### config.mk
export PLATFORM = sky130hd
export DESIGN_NAME = sine_nco_multi
export DESIGN_NICKNAME = d
export VERILOG_FILES = /design/src/rtl/sine_nco_multi.sv
export SDC_FILE = /design/constraint.sdc
export NUM_CORES = 1
export LEC_CHECK = 0
export BUFFER_PORTS_ARGS = -buffer_cell sky130_fd_sc_hd__buf_2
export CORE_MARGIN = 1
export CORE_UTILIZATION = 25
export CTS_BUF_LIST = sky130_fd_sc_hd__clkbuf_16
export DETAILED_ROUTE_END_ITERATION = 7
export GPL_ROUTABILITY_DRIVEN = 1
export GPL_TIMING_DRIVEN = 1
export PLACE_DENSITY = 0.37
export SLEW_MARGIN = 20
export SYNTH_ARGS = -nofsm -noshare
export SYNTH_HDL_FRONTEND = slang
export SYNTH_SLANG_ARGS = --single-unit
### constraint.sdc
create_clock -name clk -period 8.9 [get_ports clk]
set_input_delay 1.78 -clock clk [delete_from_list [all_inputs] [get_ports clk]]
set_output_delay 1.78 -clock clk [all_outputs]
set_load 0.05 [all_outputs]
### src/rtl/sine_nco_multi.sv
`default_nettype none
// ============================================================================
// Module      : sine_nco_multi
// Description : Time-multiplexed N-channel NCO sharing one quarter-wave sine
//               table; valid/ready output tagged with channel number.
//               Optional linear interpolation: define SINE_INTERP_EN.
// Revision    : 1.0 - initial release
// ============================================================================
module sine_nco_multi #(
    parameter  int NUM_CH  = 4,
    parameter  int PHASE_W = 24,
    parameter  int LUT_AW  = 7,
    parameter  int OUT_W   = 16,
    localparam int CH_W    = (NUM_CH > 1) ? $clog2(NUM_CH) : 1
) (
    input  logic               clk,
    input  logic               rst_n,
    input  logic               enable,
    input  logic               cfg_we,
    input  logic [1:0]         cfg_sel,
    input  logic [CH_W-1:0]    cfg_ch,
    input  logic [PHASE_W-1:0] cfg_data,
    output logic               out_valid,
    input  logic               out_ready,
    output logic [CH_W-1:0]    out_ch,
    output logic [OUT_W-1:0]   out_data
);
    localparam int              c_n       = 2 ** LUT_AW;
    localparam int              c_iw      = LUT_AW + 2;
    localparam logic [CH_W-1:0] c_last_ch = CH_W'(NUM_CH - 1);
    localparam logic [1:0]      c_sel_fcw = 2'd0;
    localparam logic [1:0]      c_sel_off = 2'd1;
    localparam logic [1:0]      c_sel_clr = 2'd2;

    function automatic logic [OUT_W-1:0] sine_entry(input int k);
        real amp;
        real v;
        amp = (2.0 ** (OUT_W - 1)) - 1.0;
        v   = amp * $sin(3.14159265358979323846 * real'(k) / real'(2 * c_n));
        return OUT_W'($rtoi(v + 0.5));
    endfunction

    // Odd quadrants read the table mirrored: T[N - x].
    function automatic logic [LUT_AW:0] fold_idx(input logic [c_iw-1:0] i);
        logic [LUT_AW:0] x;
        x = {1'b0, i[LUT_AW-1:0]};
        return i[LUT_AW] ? ((LUT_AW + 1)'(c_n) - x) : x;
    endfunction

    logic [OUT_W-1:0] w_lut [c_n + 1];
    for (genvar k = 0; k <= c_n; k++) begin : g_lut
        localparam logic [OUT_W-1:0] c_val = sine_entry(k);
        assign w_lut[k] = c_val;
    end

    logic [PHASE_W-1:0] r_acc [NUM_CH];
    logic [PHASE_W-1:0] r_fcw [NUM_CH];
    logic [PHASE_W-1:0] r_off [NUM_CH];
    logic [CH_W-1:0]    r_ch_ptr;
    logic               w_stall;
    logic               w_adv;
    logic               w_issue;
    logic [PHASE_W-1:0] w_phase;

    assign w_stall = out_valid & ~out_ready;
    assign w_adv   = ~w_stall;
    assign w_issue = enable & w_adv;
    assign w_phase = r_acc[r_ch_ptr] + r_off[r_ch_ptr];

    // Clear is applied after the increment so it wins on a same-cycle issue.
    always_ff @(posedge clk) begin
        if (!rst_n) begin
            r_ch_ptr <= '0;
            for (int c = 0; c < NUM_CH; c++) begin
                r_acc[c] <= '0;
                r_fcw[c] <= '0;
                r_off[c] <= '0;
            end
        end else begin
            if (w_issue)
                r_ch_ptr <= (r_ch_ptr == c_last_ch) ? '0 : r_ch_ptr + CH_W'(1);
            for (int c = 0; c < NUM_CH; c++) begin
                if (w_issue && r_ch_ptr == CH_W'(c))
                    r_acc[c] <= r_acc[c] + r_fcw[c];
                if (cfg_we && cfg_ch == CH_W'(c)) begin
                    case (cfg_sel)
                        c_sel_fcw: r_fcw[c] <= cfg_data;
                        c_sel_off: r_off[c] <= cfg_data;
                        c_sel_clr: r_acc[c] <= '0;
                        default:   ;
                    endcase
                end
            end
        end
    end

    logic                    r_s0_valid;
    logic [CH_W-1:0]         r_s0_ch;
    logic [PHASE_W-1:0]      r_s0_phase;
    logic                    r_s1_valid;
    logic [CH_W-1:0]         r_s1_ch;
    logic [OUT_W-1:0]        r_s1_mag0;
    logic                    r_s1_neg0;
    logic                    r_s2_valid;
    logic [CH_W-1:0]         r_s2_ch;
    logic signed [OUT_W-1:0] r_s2_y0;
    logic [c_iw-1:0]         w_i0;
    logic [LUT_AW:0]         w_idx0;
    logic                    w_last_valid;
    logic [CH_W-1:0]         w_last_ch;
    logic [OUT_W-1:0]        w_last_data;
    logic                    w_unused_phase;

    assign w_i0           = r_s0_phase[PHASE_W-1 -: c_iw];
    assign w_idx0         = fold_idx(w_i0);
    assign w_unused_phase = ^r_s0_phase;

    always_ff @(posedge clk) begin
        if (!rst_n) begin
            r_s0_valid <= 1'b0;
            r_s1_valid <= 1'b0;
            r_s2_valid <= 1'b0;
            out_valid  <= 1'b0;
            out_ch     <= '0;
            out_data   <= '0;
        end else if (w_adv) begin
            r_s0_valid <= enable;
            r_s0_ch    <= r_ch_ptr;
            r_s0_phase <= w_phase;
            r_s1_valid <= r_s0_valid;
            r_s1_ch    <= r_s0_ch;
            r_s1_mag0  <= w_lut[w_idx0];
            r_s1_neg0  <= w_i0[c_iw-1];
            r_s2_valid <= r_s1_valid;
            r_s2_ch    <= r_s1_ch;
            r_s2_y0    <= r_s1_neg0 ? -r_s1_mag0 : r_s1_mag0;
            out_valid  <= w_last_valid;
            out_ch     <= w_last_ch;
            out_data   <= w_last_data;
        end
    end

`ifdef SINE_INTERP_EN
    localparam int c_f  = ((PHASE_W - c_iw) < 8) ? (PHASE_W - c_iw) : 8;
    localparam int c_pw = OUT_W + c_f + 1;

    logic [c_iw-1:0]         w_i1;
    logic [LUT_AW:0]         w_idx1;
    logic [OUT_W-1:0]        r_s1_mag1;
    logic                    r_s1_neg1;
    logic [c_f-1:0]          r_s1_frac;
    logic signed [OUT_W-1:0] r_s2_y1;
    logic [c_f-1:0]          r_s2_frac;
    logic                    r_s3_valid;
    logic [CH_W-1:0]         r_s3_ch;
    logic [OUT_W-1:0]        r_s3_data;
    logic signed [c_pw-1:0]  w_y0x;
    logic signed [c_pw-1:0]  w_diff;
    logic signed [c_pw-1:0]  w_prod;
    logic signed [c_pw-1:0]  w_sum;
    logic                    w_unused_sum;

    assign w_i1   = w_i0 + c_iw'(1);
    assign w_idx1 = fold_idx(w_i1);
    assign w_y0x  = c_pw'(r_s2_y0);
    assign w_diff = c_pw'(r_s2_y1) - w_y0x;
    assign w_prod = w_diff * $signed({{(c_pw - c_f){1'b0}}, r_s2_frac});
    assign w_sum  = w_y0x + (w_prod >>> c_f);
    assign w_unused_sum = ^w_sum[c_pw-1:OUT_W];

    always_ff @(posedge clk) begin
        if (!rst_n) begin
            r_s3_valid <= 1'b0;
        end else if (w_adv) begin
            r_s1_mag1  <= w_lut[w_idx1];
            r_s1_neg1  <= w_i1[c_iw-1];
            r_s1_frac  <= r_s0_phase[PHASE_W-c_iw-1 -: c_f];
            r_s2_y1    <= r_s1_neg1 ? -r_s1_mag1 : r_s1_mag1;
            r_s2_frac  <= r_s1_frac;
            r_s3_valid <= r_s2_valid;
            r_s3_ch    <= r_s2_ch;
            r_s3_data  <= w_sum[OUT_W-1:0];
        end
    end

    assign w_last_valid = r_s3_valid;
    assign w_last_ch    = r_s3_ch;
    assign w_last_data  = r_s3_data;
`else
    assign w_last_valid = r_s2_valid;
    assign w_last_ch    = r_s2_ch;
    assign w_last_data  = r_s2_y0;
`endif

endmodule
`default_nettype wire

# After elaboration in Yosys (flattened, before gate mapping)
# Memory sizes are Yosys's and may differ from the RTL's. A register that Yosys moved wholly into a read port is not among the register bits.
# Cells that the tools add are included.
[totals] regBits=71 output_inout_bits=19 input_bits=33 ramBits=288 n_memories=4 rom_bits=4096
[classes] n_reduce_logical=12 n_eq_ne=8 n_addsub=8 n_mux=75 bitwise_logic=21
[memory_table] name="(name not given)" depth=256 width=16 rd=1 rd_ports_with_merged_regs=1 write_ports=0 line="132" text="r_s1_mag0 <= w_lut[w_idx0];"
[memory_table] name="r_acc" depth=4 width=24 rd=5 rd_ports_with_merged_regs=1 write_ports=4 line="56" text="logic [PHASE_W-1:0] r_acc [NUM_CH];"
[memory_table] name="r_fcw" depth=4 width=24 rd=4 rd_ports_with_merged_regs=0 write_ports=4 line="57" text="logic [PHASE_W-1:0] r_fcw [NUM_CH];"
[memory_table] name="r_off" depth=4 width=24 rd=1 rd_ports_with_merged_regs=1 write_ports=4 line="58" text="logic [PHASE_W-1:0] r_off [NUM_CH];"
[ops] op="two-way mux 24 bit" n=16
[ops] op="adder 24 bit" n=5
[ops] op="two-way mux 1 bit" n=52
[ops] op="two-way mux 16 bit" n=1
[ops] op="negator 16 bit" n=1
[ops] op="bitwise OR 1 bit" n=16
[ops] op="== test 2 bit, second input constant" n=5
[ops] op="two-way mux 2 bit" n=5
[ops] op="NOT 8 -> 9 bit" n=1
[ops] op="logical AND 1 bit" n=8
[ops] op="two-way mux 8 bit" n=1
[ops] op="subtractor 8 x 7 -> 8 bit, first input constant" n=1
[ops] op="== test 2 x 1 -> 1 bit, second input constant" n=3
[ops] op="zero test 2 bit" n=3
[ops] op="adder 2 x 1 -> 2 bit, second input constant" n=1
[ops] op="bitwise AND 1 bit" n=2
[ops] op="NOT 1 bit" n=2
[ops] op="AND reduction 2 bit" n=1

# Longest topological paths before layout
[depth] ltp_word=10 mapped_depth=17 depth_no_buf=14

# Worst setup path after synthesis
# OpenSTA, ideal clock, no wires.
[synth_path] path_kind="input to register" startpoint="input port cfg_ch[1]" endpoint="memory r_fcw[0][0], enable pin" path_slack_ns=4.413 setup_time_ns=0.438 path_buffers=0 arrival_time_ns=4.049 path_stages=2 cell_sequence="or3b_2 > o21ai_0"
[synth_rtl] item="start: declaration" line="21" text="input logic [CH_W-1:0] cfg_ch,"
[synth_rtl] item="end: declaration" line="57"

# Final worst setup path
[layout_path] startpoint="register r_s0_phase[15]" endpoint="register r_s1_mag0[5], data pin"
[layout_via] elab_chain_len=3
[layout_lines] item="start: declaration" line="99" text="logic [PHASE_W-1:0] r_s0_phase;"
[layout_lines] item="start signal: assignment" line="129" text="r_s0_phase <= w_phase;"
[layout_lines] item="subtractor 8 x 7 -> 8 bit" line="47" text="return i[LUT_AW] ? ((LUT_AW + 1)'(c_n) - x) : x;"
[layout_lines] item="two-way mux 8 bit (*)" line="47"
[layout_lines] item="NOT 8 -> 9 bit (implied by the code) (*)" line="132"
[layout_lines] item="end: declaration" line="102" text="logic [OUT_W-1:0] r_s1_mag0;"
# Mark *: on every way between the ends. The rest lies on a longest branch, timed or not.
# A chain may end at the register's enable or synchronous reset.

==> out/metrics.csv <==
metric,value,unit
status,finished with violations,
failing checks,DRC,
fin crit share,0.554,
Post-Syn Area,22500,sq um
cell family with most CP delay,adder cells,
number of distinct library cells after synthesis,84,
fraction of layout cells with a size suffix above 1,0.112,
Iter 0 DRT Violations,1170,
worst reg-to-reg path cell count,11,
Setup crit start kind,flip-flop,
CTS tree,yes,
post-synthesis sequential area ratio,0.471,
# IOs,52,
static leakage,9.67,nW
CTS root buffer,clkbuf_16,
Die X,302,um
hold_buf cts,0,
Wirelength per Cell,21.8,um
area of the multi-input gates,11300,sq um
Post-CTS Repair Setup Buffers,0,
fin. max-slew vios,0,
fin crit period,4.93,ns
Die ar.,91100,sq um
"Critical Path, Cell by Cell",buf_4 > clkinv_1 > ha_1 > a21o_1 > ha_1 > nor3_1 > nor3_1 > a211oi_1 > a311oi_1 > nor3_1 > a311oi_1,
port buffer count,51,
total power,6.93,mW
RSZ-0062 raised after global routing,false,
first-pass GRT wire length,110000,um
share of async-settable or async-resettable flops after synthesis,0,
Clock Pin Slew Worst Setup and Hold Paths,0.05,ns
leading area contributor after synthesis,edfxtp_1,
instance count on the critical path,11,
minimum hold slack,0.419,ns
area share of the largest cell type after synthesis,0.448,
Yosys warning count,0,
peak supply drop,0.164,mV
#FFs+latches synth,361,
fin area,25600,sq um
syn_nets,2295,
Crit path required time,9.31,ns
Initial Util,0.253,
final setup fails,0,
final worst slack,3.97,ns
Post-synth EDFFs,335,
dpl hpwl,52600,um
Most Frequent Cell on Critical Path,nor3_1,
syn avg cell area,10.6,sq um
dpl ws,4.11,ns
H-tree level count,2,
DR vias,16721,
Worst Setup End Kind,flip-flop,
dpl cell area,24100,sq um
cell row count,109,
leading post-synthesis cells by cell area,"edfxtp_1, ha_1, and2_1",
Avg Vias per Cell,5.00,
vias in the first global route,16840,
Filler cells,9227,
Buffers & Inverters on Critical Path,2,
clk_lat worst skew,0.60,ns
ANT nets after route,0,
# resized after CTS,0,
critical setup path kind,reg -> reg,
core area,88600,sq um
final hold violations,0,
pin count of the biggest net entering global routing,63,
1st-pass router iterations,8,
layout net count,2318,
clock tree sinks,361,
Critical-path top delay cell,ha_1,
antenna violations before repair,5,
CTS Buffer Depth,3,
global route overflow,0,
Hold Path Class,reg -> reg,
sequential cell area,10600,sq um
Syn Inst Count,2120,
Post-Route WL,72800,um
hold path depth,0,
CTS Buf Count,47,
Relative slew margins,0.192,
Die Ht,302,um
Crit path arrival time,5.33,ns
Setup Skew,0.0308,ns
GP Congestion,0.866,
Max Freq,203,MHz
area grow syn2layout,13.9,%
Synth Flop Type,edfxtp_1,
# DRC,2,
Least-Margin Pin Slew,1.20,ns
setup TNS,0,ns
pwr dens,271,nW/um^2
Worst path max stage delay,0.92,ns
Crit Path Max Fanout,32,
max_cap viols,0,
GR Util All Layers,0.160,
## metal layers
| layer | vias to the layer above | global-route usage | share of wire |
|---|---|---|---|
| met1 | 8270 | 0.221 | 0.47 |
| met4 | 0 | 0.0480 | 0.028 |
| met2 | 397 | 0.260 | 0.46 |
| met5 | - | 0 | 0 |
| met3 | 100 | 0.0201 | 0.039 |
| li1 | 7954 | - | - |
## report_power, final
part / total, mW / switching [mW] / internal, mW / leakage (nW)
logic: 2.76 / 1.82 / 0.943 / 5.35
registers: 2.28 / 0.175 / 2.11 / 3.53
clock network: 1.89 / 0.780 / 1.11 / 0.793
## through the flow
step | cells | utilization
2_1_floorplan | 2120 | -
3_3_place_gp | 3259 | 0.272
3_5_place_dp | 3259 | 0.272
4_1_cts | 3345 | 0.289
5_1_grt | 3345 | 0.289
6_report | 3346 | 0.289
## cells in the mapped netlist (6+ instances only)
cell type  number
a221oi_1        9
edfxtp_1      335
a21oi_1       163
nor3_1         34
o311ai_0        8
o22ai_1        14
o21ai_0       116
o31ai_1         8
o21bai_1        9
buf_2          24
a21boi_0       26
and2_1        201
xnor2_1        56
or2_2           7
o21a_1         14
mux4_2         46
buf_1           6
dfxtp_1        26
a21o_1         68
ha_1          138
nor2b_1        19
clkbuf_1       85
xor2_1         46
a311oi_1       11
nor2_1        187
a32oi_1         6
a31oi_1        25
and3_1         16
o211ai_1       23
or3_1           7
nand2b_1       19
nand3_1        46
nand4_1        12
inv_1          24
nand2_1       153
a211oi_1       27
## worst register-to-register path: cells and delay by family, from the launching register on
kind	cells	cell delay (ns)
buffers and inverters	2	0.91
adder cells (fa/ha/maj)	2	1.61
AO/OA/AOI/OAI	4	1.16
flip-flops	1	0.32
AND/OR/NAND/NOR	3	0.75
## final timing paths
check,start,endpoint,slack [ns]
worst min-delay path,r_s1_ch[1]$_DFFE_PP_,r_s2_ch[1]$_DFFE_PP_,0.42
worst min register to register,r_s1_ch[1]$_DFFE_PP_,r_s2_ch[1]$_DFFE_PP_,0.42
worst max register to register,r_s0_phase[15]$_DFFE_PP_,r_s1_mag0[5]$_SDFFCE_PP1P_,3.97
worst max-delay path,r_s0_phase[15]$_DFFE_PP_,r_s1_mag0[5]$_SDFFCE_PP1P_,3.97
## cell families after synthesis
group	after synthesis	synth area share
adder cells (fa/ha/maj)	142	0.0804
flip-flops	361	0.471
AND/OR/NAND/NOR	731	0.164
AO/OA/AOI/OAI	579	0.165
buffers and inverters	148	0.0270
XOR/XNOR	107	0.0439
multiplexers	52	0.0488
## cells in the final DEF (no fill, tap or decap), types with 47 or more instances in the layout
cell type  synthesis  layout
nor2_1           187     186
a21o_1            68      68
and2_1           201     200
clkbuf_16          0      47
nand2_1          153     153
a21oi_1          163     163
buf_2             24      51
xnor2_1           56      55
o21ai_0          116     108
edfxtp_1         335     335
ha_1             138     138
## flip-flops by register name, summed over array words and instances, names as in the netlist, 9 cells and up, named ones only
register and flops:
r_acc 96, r_fcw 96, r_off 96, out_data 16
r_s2_y0 16, r_s1_mag0 15, r_s0_phase 9
## cell type report
type,count,share of cell area
inverters,28,0.00411
clock buffers,47,0.0460
repair buffers,94,0.0226
well taps,1165,0.0570
multi-input cells,1611,0.443
diodes,1,0.0000978
flip-flops and latches,361,0.414
clock inverters,39,0.0133
Note: power is estimated with default switching activity, not from simulation.
